**config.mk**
```make
export PLATFORM = sky130hd
export DESIGN_NAME = mem_arbiter
export DESIGN_NICKNAME = d
export VERILOG_FILES = /design/src/rtl/mem_arbiter.sv
export SDC_FILE = /design/constraint.sdc
export NUM_CORES = 1
export LEC_CHECK = 0
export ABC_AREA = 1
export CORE_AREA = 2 2 194 196
export CTS_BUF_LIST = sky130_fd_sc_hd__clkbuf_2 sky130_fd_sc_hd__clkbuf_4 sky130_fd_sc_hd__clkbuf_8
export DETAILED_ROUTE_END_ITERATION = 16
export DIE_AREA = 0 0 196 198
export PLACE_DENSITY = 0.67
export SYNTH_ARGS = -nofsm -noshare
export SYNTH_HDL_FRONTEND = slang
export SYNTH_SLANG_ARGS = --single-unit
```
**constraint.sdc**
```tcl
create_clock -name clk -period 4.4 [get_ports clk]
set_input_delay 1.1 -clock clk [delete_from_list [all_inputs] [get_ports clk]]
set_output_delay 1.1 -clock clk [all_outputs]
set_load 0.05 [all_outputs]
```
**src/rtl/mem_arbiter.sv**
```systemverilog
// -----------------------------------------------------------------------------
// mem_arbiter
// Shares one memory bus between the instruction-fetch port and the data port.
// Data wins arbitration unless fetch has waited through STARVE_LIMIT
// consecutive data grants. Misaligned or illegal requests are answered with an
// error pulse without touching the bus. Bus transfers outstanding for TIMEOUT
// cycles are aborted with an error.
//
// Ports
//   clk, resetn                      clock, synchronous active-low reset
//   if_req/if_addr                   fetch request (level) and address
//   if_rdata/if_ready/if_error       fetched word, completion/error pulses
//   d_read_req/d_write_req           data request (level)
//   d_addr/d_wdata/d_size/d_signed   data address, store data, size, sign flag
//   d_rdata/d_ready/d_error          load data, completion/error pulses
//   d_stall                          combinational stall for the memory stage
//   bus_*                            registered bus request, bus_rdata/ready/error in
// -----------------------------------------------------------------------------
module mem_arbiter #(
    parameter int XLEN         = 64,
    parameter int TIMEOUT      = 16,
    parameter int STARVE_LIMIT = 4
) (
    input  logic            clk,
    input  logic            resetn,
    input  logic            if_req,
    input  logic [XLEN-1:0] if_addr,
    output logic [31:0]     if_rdata,
    output logic            if_ready,
    output logic            if_error,
    input  logic            d_read_req,
    input  logic            d_write_req,
    input  logic [XLEN-1:0] d_addr,
    input  logic [XLEN-1:0] d_wdata,
    input  logic [2:0]      d_size,
    input  logic            d_signed,
    output logic [XLEN-1:0] d_rdata,
    output logic            d_ready,
    output logic            d_error,
    output logic            d_stall,
    output logic [XLEN-1:0] bus_addr,
    output logic [XLEN-1:0] bus_wdata,
    output logic            bus_read,
    output logic            bus_write,
    output logic [2:0]      bus_size,
    output logic            bus_signed,
    input  logic [XLEN-1:0] bus_rdata,
    input  logic            bus_ready,
    input  logic            bus_error
);
    // TIMEOUT-1 fits in clog2(TIMEOUT) bits because TIMEOUT >= 2.
    localparam int TW = $clog2(TIMEOUT);
    localparam int SW = $clog2(STARVE_LIMIT + 1);

    typedef enum logic [1:0] {S_IDLE = 2'd0, S_BUSY = 2'd1, S_RESP = 2'd2} state_t;

    state_t            r_state,      w_state_next;
    logic              r_grant_d,    w_grant_d_next;   // 1: data owns the transaction
    logic              r_err,        w_err_next;       // response is an error
    logic [TW-1:0]     r_tcnt,       w_tcnt_next;
    logic [SW-1:0]     r_starve,     w_starve_next;
    logic [XLEN-1:0]   r_bus_addr,   w_bus_addr_next;
    logic [XLEN-1:0]   r_bus_wdata,  w_bus_wdata_next;
    logic              r_bus_read,   w_bus_read_next;
    logic              r_bus_write,  w_bus_write_next;
    logic [2:0]        r_bus_size,   w_bus_size_next;
    logic              r_bus_signed, w_bus_signed_next;
    logic [31:0]       r_if_rdata,   w_if_rdata_next;
    logic [XLEN-1:0]   r_d_rdata,    w_d_rdata_next;

    logic w_d_pend, w_pick_d, w_pick_f, w_d_misalign, w_d_illegal, w_f_illegal;
    logic [SW-1:0] w_starve_inc;

    assign w_d_pend = d_read_req | d_write_req;
    // Fetch takes the bus only once data has won STARVE_LIMIT times in a row.
    assign w_pick_d = w_d_pend & ~(if_req & (r_starve == SW'(STARVE_LIMIT)));
    assign w_pick_f = ~w_pick_d & if_req;

    always_comb begin
        w_d_misalign = 1'b0;
        case (d_size[1:0])
            2'd0:    w_d_misalign = 1'b0;
            2'd1:    w_d_misalign = d_addr[0];
            2'd2:    w_d_misalign = |d_addr[1:0];
            default: w_d_misalign = |d_addr[2:0];
        endcase
    end

    assign w_d_illegal  = (d_read_req & d_write_req) | d_size[2] | w_d_misalign;
    assign w_f_illegal  = |if_addr[1:0];
    assign w_starve_inc = (r_starve == SW'(STARVE_LIMIT)) ? r_starve : r_starve + SW'(1);

    always_comb begin
        w_state_next      = r_state;
        w_grant_d_next    = r_grant_d;
        w_err_next        = r_err;
        w_tcnt_next       = r_tcnt;
        w_starve_next     = r_starve;
        w_bus_addr_next   = r_bus_addr;
        w_bus_wdata_next  = r_bus_wdata;
        w_bus_read_next   = r_bus_read;
        w_bus_write_next  = r_bus_write;
        w_bus_size_next   = r_bus_size;
        w_bus_signed_next = r_bus_signed;
        w_if_rdata_next   = r_if_rdata;
        w_d_rdata_next    = r_d_rdata;

        case (r_state)
            S_IDLE: begin
                if (w_pick_d) begin
                    w_grant_d_next = 1'b1;
                    w_starve_next  = if_req ? w_starve_inc : '0;
                    if (w_d_illegal) begin
                        w_state_next = S_RESP;
                        w_err_next   = 1'b1;
                    end else begin
                        w_state_next      = S_BUSY;
                        w_err_next        = 1'b0;
                        w_tcnt_next       = '0;
                        w_bus_addr_next   = d_addr;
                        w_bus_wdata_next  = d_wdata;
                        w_bus_size_next   = d_size;
                        w_bus_signed_next = d_signed;
                        w_bus_read_next   = d_read_req;
                        w_bus_write_next  = d_write_req;
                    end
                end else if (w_pick_f) begin
                    w_grant_d_next = 1'b0;
                    w_starve_next  = '0;
                    if (w_f_illegal) begin
                        w_state_next = S_RESP;
                        w_err_next   = 1'b1;
                    end else begin
                        w_state_next      = S_BUSY;
                        w_err_next        = 1'b0;
                        w_tcnt_next       = '0;
                        w_bus_addr_next   = if_addr;
                        w_bus_wdata_next  = '0;
                        w_bus_size_next   = 3'd2;
                        w_bus_signed_next = 1'b0;
                        w_bus_read_next   = 1'b1;
                        w_bus_write_next  = 1'b0;
                    end
                end
            end
            S_BUSY: begin
                // Error has priority over ready when both arrive together.
                if (bus_error || bus_ready || (r_tcnt == TW'(TIMEOUT - 1))) begin
                    w_state_next     = S_RESP;
                    w_bus_read_next  = 1'b0;
                    w_bus_write_next = 1'b0;
                    w_err_next       = ~(bus_ready & ~bus_error);
                    if (bus_ready && !bus_error) begin
                        if (r_grant_d) w_d_rdata_next  = bus_rdata;
                        else           w_if_rdata_next = bus_rdata[31:0];
                    end
                end else begin
                    w_tcnt_next = r_tcnt + TW'(1);
                end
            end
            S_RESP:  w_state_next = S_IDLE;
            default: w_state_next = S_IDLE;
        endcase
    end

    always_ff @(posedge clk) begin
        if (!resetn) begin
            r_state      <= S_IDLE;
            r_grant_d    <= 1'b0;
            r_err        <= 1'b0;
            r_tcnt       <= '0;
            r_starve     <= '0;
            r_bus_addr   <= '0;
            r_bus_wdata  <= '0;
            r_bus_read   <= 1'b0;
            r_bus_write  <= 1'b0;
            r_bus_size   <= '0;
            r_bus_signed <= 1'b0;
            r_if_rdata   <= '0;
            r_d_rdata    <= '0;
        end else begin
            r_state      <= w_state_next;
            r_grant_d    <= w_grant_d_next;
            r_err        <= w_err_next;
            r_tcnt       <= w_tcnt_next;
            r_starve     <= w_starve_next;
            r_bus_addr   <= w_bus_addr_next;
            r_bus_wdata  <= w_bus_wdata_next;
            r_bus_read   <= w_bus_read_next;
            r_bus_write  <= w_bus_write_next;
            r_bus_size   <= w_bus_size_next;
            r_bus_signed <= w_bus_signed_next;
            r_if_rdata   <= w_if_rdata_next;
            r_d_rdata    <= w_d_rdata_next;
        end
    end

    // Response pulses are decoded from the RESP state, so they last one cycle.
    assign if_ready   = (r_state == S_RESP) & ~r_grant_d & ~r_err;
    assign if_error   = (r_state == S_RESP) & ~r_grant_d &  r_err;
    assign d_ready    = (r_state == S_RESP) &  r_grant_d & ~r_err;
    assign d_error    = (r_state == S_RESP) &  r_grant_d &  r_err;
    assign d_stall    = w_d_pend & ~d_ready & ~d_error;
    assign if_rdata   = r_if_rdata;
    assign d_rdata    = r_d_rdata;
    assign bus_addr   = r_bus_addr;
    assign bus_wdata  = r_bus_wdata;
    assign bus_read   = r_bus_read;
    assign bus_write  = r_bus_write;
    assign bus_size   = r_bus_size;
    assign bus_signed = r_bus_signed;

endmodule

```
==> flow_results.org, run 1 <==
** Synth
- The cell area that synthesis handed to floorplanning was 9470 um^2.
- Proportion of register bits with asynchronous set or reset after synthesis :: 0
- Counting every instance in the synthesized netlist gives 1325.
- Avg Synthesized Cell Area :: 7.15 um^2
- Most common cell in the netlist :: nand2_1
- Synthesis warning total :: 0
- Counting instances in the post-synthesis netlist gives the leading cell types as nand2_1, dfxtp_1, a21oi_1.
- Dominant cell type by area after synthesis :: dfxtp_1
- Seq cells post-synth :: 241
- Area fraction of the dominant cell type after synthesis :: 0.509
- Sequential fraction of the synthesis area :: 0.509
- In the synthesized netlist the dominant register cell turns out to be dfxtp_1.
- Counting every net in the synthesized netlist gives 1595.
- EDFF count, synth :: 0
- Synthesis instantiated 24 different standard cells from the library.
- Yosys attributes the largest share of cell area to dfxtp_1, nand2_1, a21oi_1.

** Clock network
- Post-CTS timing repair inserted 0 buffers for setup.
- CTS tree :: done
- Clock Pin Slew Worst Setup and Hold Paths :: 0.06 ns
- Number of buffers inserted during clock tree synthesis :: 42
- The clock net in this run drives a total of 241 sinks.
- Number of gates given a new drive strength after cts :: 0
- Level count of the clock H-tree :: 2
- Root buffer cell :: clkbuf_8
- CTS hold repair buffers :: 0
- The later pin in the worst-skew pair is clocked with a latency of 0.57 ns.
- The clock passes through at most 3 buffers.

** Placement
- Cell Area, Placed :: 14800 um^2
- After legalization and detailed placement, the total HPWL measured 25.1 mm.
- The congestion estimate from routability-driven global placement came to 0.788.
- I/O Buffers :: 501

** Layout
- Area delta synth->final :: 65.8%
- Fill count :: 3768
- With fillers left out, the area of the finished cells amounts to 15700 um^2.
- Final layout net count :: 2065
- Share of final-layout standard cells stronger than drive strength 1 :: 0.0591
- 0 antenna diodes ended up in the layout.

** GRT
- Layer with the highest usage after global routing :: met2
- In the global route stage, overall resource usage came out at 0.172.
- The number of global-route vias before repair was 9435.
- For this run, global-route usage on met3 was measured as 0.0611.
- The total overflow left after global routing is 0.
- For met2 alone, demand over resource in global routing was 0.294.
- Antenna violations before repair :: 0
- Wire length of the first global-routing pass :: 52.2 mm
- Entering global routing, the biggest net connects 133 pins.
- Met1 usage in global routing :: 0.193

** STA
- In the finished design, the share of the clock period the worst path needs comes to 0.888.
- The worst path needs 3.91 ns of the cycle, external delays included.
- Setup TNS after final layout :: 0 ns
- Max-slew violation total from the final report :: 0
- RSZ-0062 raised after global routing :: no
- # setup viols final :: 0
- Measured against its own limit, the worst slew margin works out to 0.286.
- The hold violation count in the final report is 0.
- The clock arrives with 0.0193 ns of skew.
- Slew at the pin closest to its max-slew limit :: 1.07 ns
- Fmax :: 256 MHz

** Run
- Total of max-cap violations :: 0

** Setup path
- Crit path max-delay family :: buffers and inverters
- The endpoint identified for the worst register-to-register timing path is r_tcnt[2].
- The signal on the critical path passes through clkdlybuf4s50_1 > inv_2 > nand2_1 > nand2_1 > inv_1 > clkdlybuf4s50_1.
- Critical path class :: in2out
- In this run the critical register-to-register path is launched from r_starve[0].
- Data on the critical path arrives at its endpoint at 2.81 ns.
- Critical path required time :: 3.30 ns
- The worst register-to-register path has a setup slack of 1.95 ns.
- STA classifies the critical path startpoint as an input pin.
- Library cell contributing the largest single delay on the critical path :: clkdlybuf4s50_1
- STA classifies the critical path endpoint as an output port.
- The number of buffers and inverters on the critical path is 4.
- Number of cell instances on the worst register-to-register path :: 10
- Highest net fanout along the worst path :: 4
- Crit path largest cell delay :: 0.79 ns

** Floorplan
- Die footprint :: 38800 um^2
- The initial utilization of the core area, before any placement, comes to 0.256.
- The core region is 37000 um^2.
- Die Y :: 198 um
- The initialized floorplan defines 71 standard-cell rows.
- The die is 196 um wide.
- Number of top-level design ports :: 502

** Min path
- Hold Crit Class :: reg2reg
- Cell depth of the worst hold path :: 2
- The worst hold path begins at bus_size[2].
- Worst min-delay path endpoint :: bus_size[2]

** Power
- Total leakage power :: 6.01 nW
- IR drop worst, VDD :: 0.000230 V
- Overall power :: 6.19 mW
- Dividing total power by cell area gives a power density of 394 nW/um^2.

** Route
- After detailed routing, the number of vias per cell comes to 4.39.
- The first routing iteration left 455 violations.
- Across all layers, the routed design uses 10100 vias.
- Number of search-and-repair iterations in the first detailed-routing pass :: 5
- In the final routed layout, each cell accounts on average for 15.3 um.
- The count of nets left with antenna violations once routing finished came out at 0.
- The routed design has 35.1 mm of wire.
- For this run, design rule violations remaining after detail routing come to 0.

** Run status
- Result of the run :: finished clean
==> layout by cell type (no fill, tap or decap), drive strengths merged <==
| cell | synthesis | final |
|---|---|---|
| clkdlybuf4s50 | 0 | 500 |
| nand2 | 488 | 488 |
| dfxtp | 241 | 241 |
| a21oi | 203 | 203 |
| o21ai | 100 | 100 |
| inv | 87 | 87 |
| nor2 | 86 | 86 |
| clkbuf | 46 | 70 |
| nand3 | 18 | 18 |
| buf | 41 | 13 |
| nand4 | 7 | 7 |
| ha | 3 | 3 |
| clkinv | 0 | 3 |
| or2 | 2 | 2 |
| nand3b | 1 | 1 |
| o211ai | 1 | 1 |
| xor2 | 1 | 1 |
| clkinvlp | 0 | 1 |
| bufinv | 0 | 1 |
==> how the worst max path moves through the flow <==
stage | startpoint | end | cells past startpoint | slack, ns
CTS | d_write_req | d_stall | 6 | 0.52
global route | d_write_req | d_stall | 6 | 0.43
global placement | d_write_req | d_stall | 6 | 0.53
floorplan | d_read_req | d_stall | 4 | 1.69
finish | d_write_req | d_stall | 6 | 0.49
detailed placement | d_write_req | d_stall | 6 | 0.53
==> kinds of logic after synthesis <==
family | count (synthesis) | synth area share
AO/OA/AOI/OAI | 304 | 0.162
XOR/XNOR | 1 | 0.000925
adder cells (fa/ha/maj) | 3 | 0.00396
flip-flops | 241 | 0.509
AND/OR/NAND/NOR | 602 | 0.246
buffers and inverters | 174 | 0.0777
==> power by group <==
part           total (mW)  switching [mW]  internal (mW)
logic                1.62            1.02          0.604
clock network        2.15           0.908           1.24
registers            2.43          0.0900           2.34
==> worst min-delay path, cell delays in order (launching register included) <==
cell	delay, ns
dfxtp_1	0.31
nand2_1	0.06
nor2_1	0.03
==> stage by stage <==
| stage | setup WS (ns) | std cells | hold slack, ns | util |
|---|---|---|---|---|
| floorplan | 1.69 | 1325 | 0.462 | - |
| global route | 0.426 | 2300 | 0.465 | 0.425 |
| finish | 0.494 | 2300 | 0.439 | 0.425 |
| detailed placement | 0.534 | 2225 | 0.432 | 0.401 |
| CTS | 0.524 | 2300 | 0.442 | 0.425 |
| global placement | 0.528 | 2225 | 0.428 | 0.401 |
==> final cells by class <==
| cell class | count | area [um^2] | share of cell area |
|---|---|---|---|
| sequential | 241 | 4820 | 0.307 |
| timing repair buffer | 513 | 5140 | 0.327 |
| tap | 474 | 593 | 0.0378 |
| multi-input combinational | 910 | 3940 | 0.251 |
| clock inverter | 5 | 52.6 | 0.00335 |
| clock buffer | 70 | 826 | 0.0526 |
| inverter | 87 | 329 | 0.0210 |
==> per-layer routing <==
layer,part of all wire,wire (um)
met3,0.093,3270
met4,0.034,1190
met5,0,0
met1,0.41,14300
met2,0.47,16400
==> sequential cells by signal (all words and copies together), names as in the netlist <==
name / flops
bus_addr: 64
bus_read: 1
bus_signed: 1
bus_size: 3
bus_wdata: 64
bus_write: 1
d_rdata: 64
if_rdata: 32
r_err: 1
r_grant_d: 1
r_starve: 3
r_state: 2
r_tcnt: 4
(Power assumes the default switching activity.)
==> inputs of run 2 (changes only) <==
--- a/config.mk
+++ b/config.mk
@@ -8,6 +8,7 @@
 export ABC_AREA = 1
 export CORE_AREA = 2 2 194 196
 export CTS_BUF_LIST = sky130_fd_sc_hd__clkbuf_2 sky130_fd_sc_hd__clkbuf_4 sky130_fd_sc_hd__clkbuf_8
+export CTS_CLUSTER_SIZE = 20
 export DETAILED_ROUTE_END_ITERATION = 16
 export DIE_AREA = 0 0 196 198
 export PLACE_DENSITY = 0.67
==> results of run 2 <==
Same layout as run 1: the final DEF is identical, and so are final timing and power.
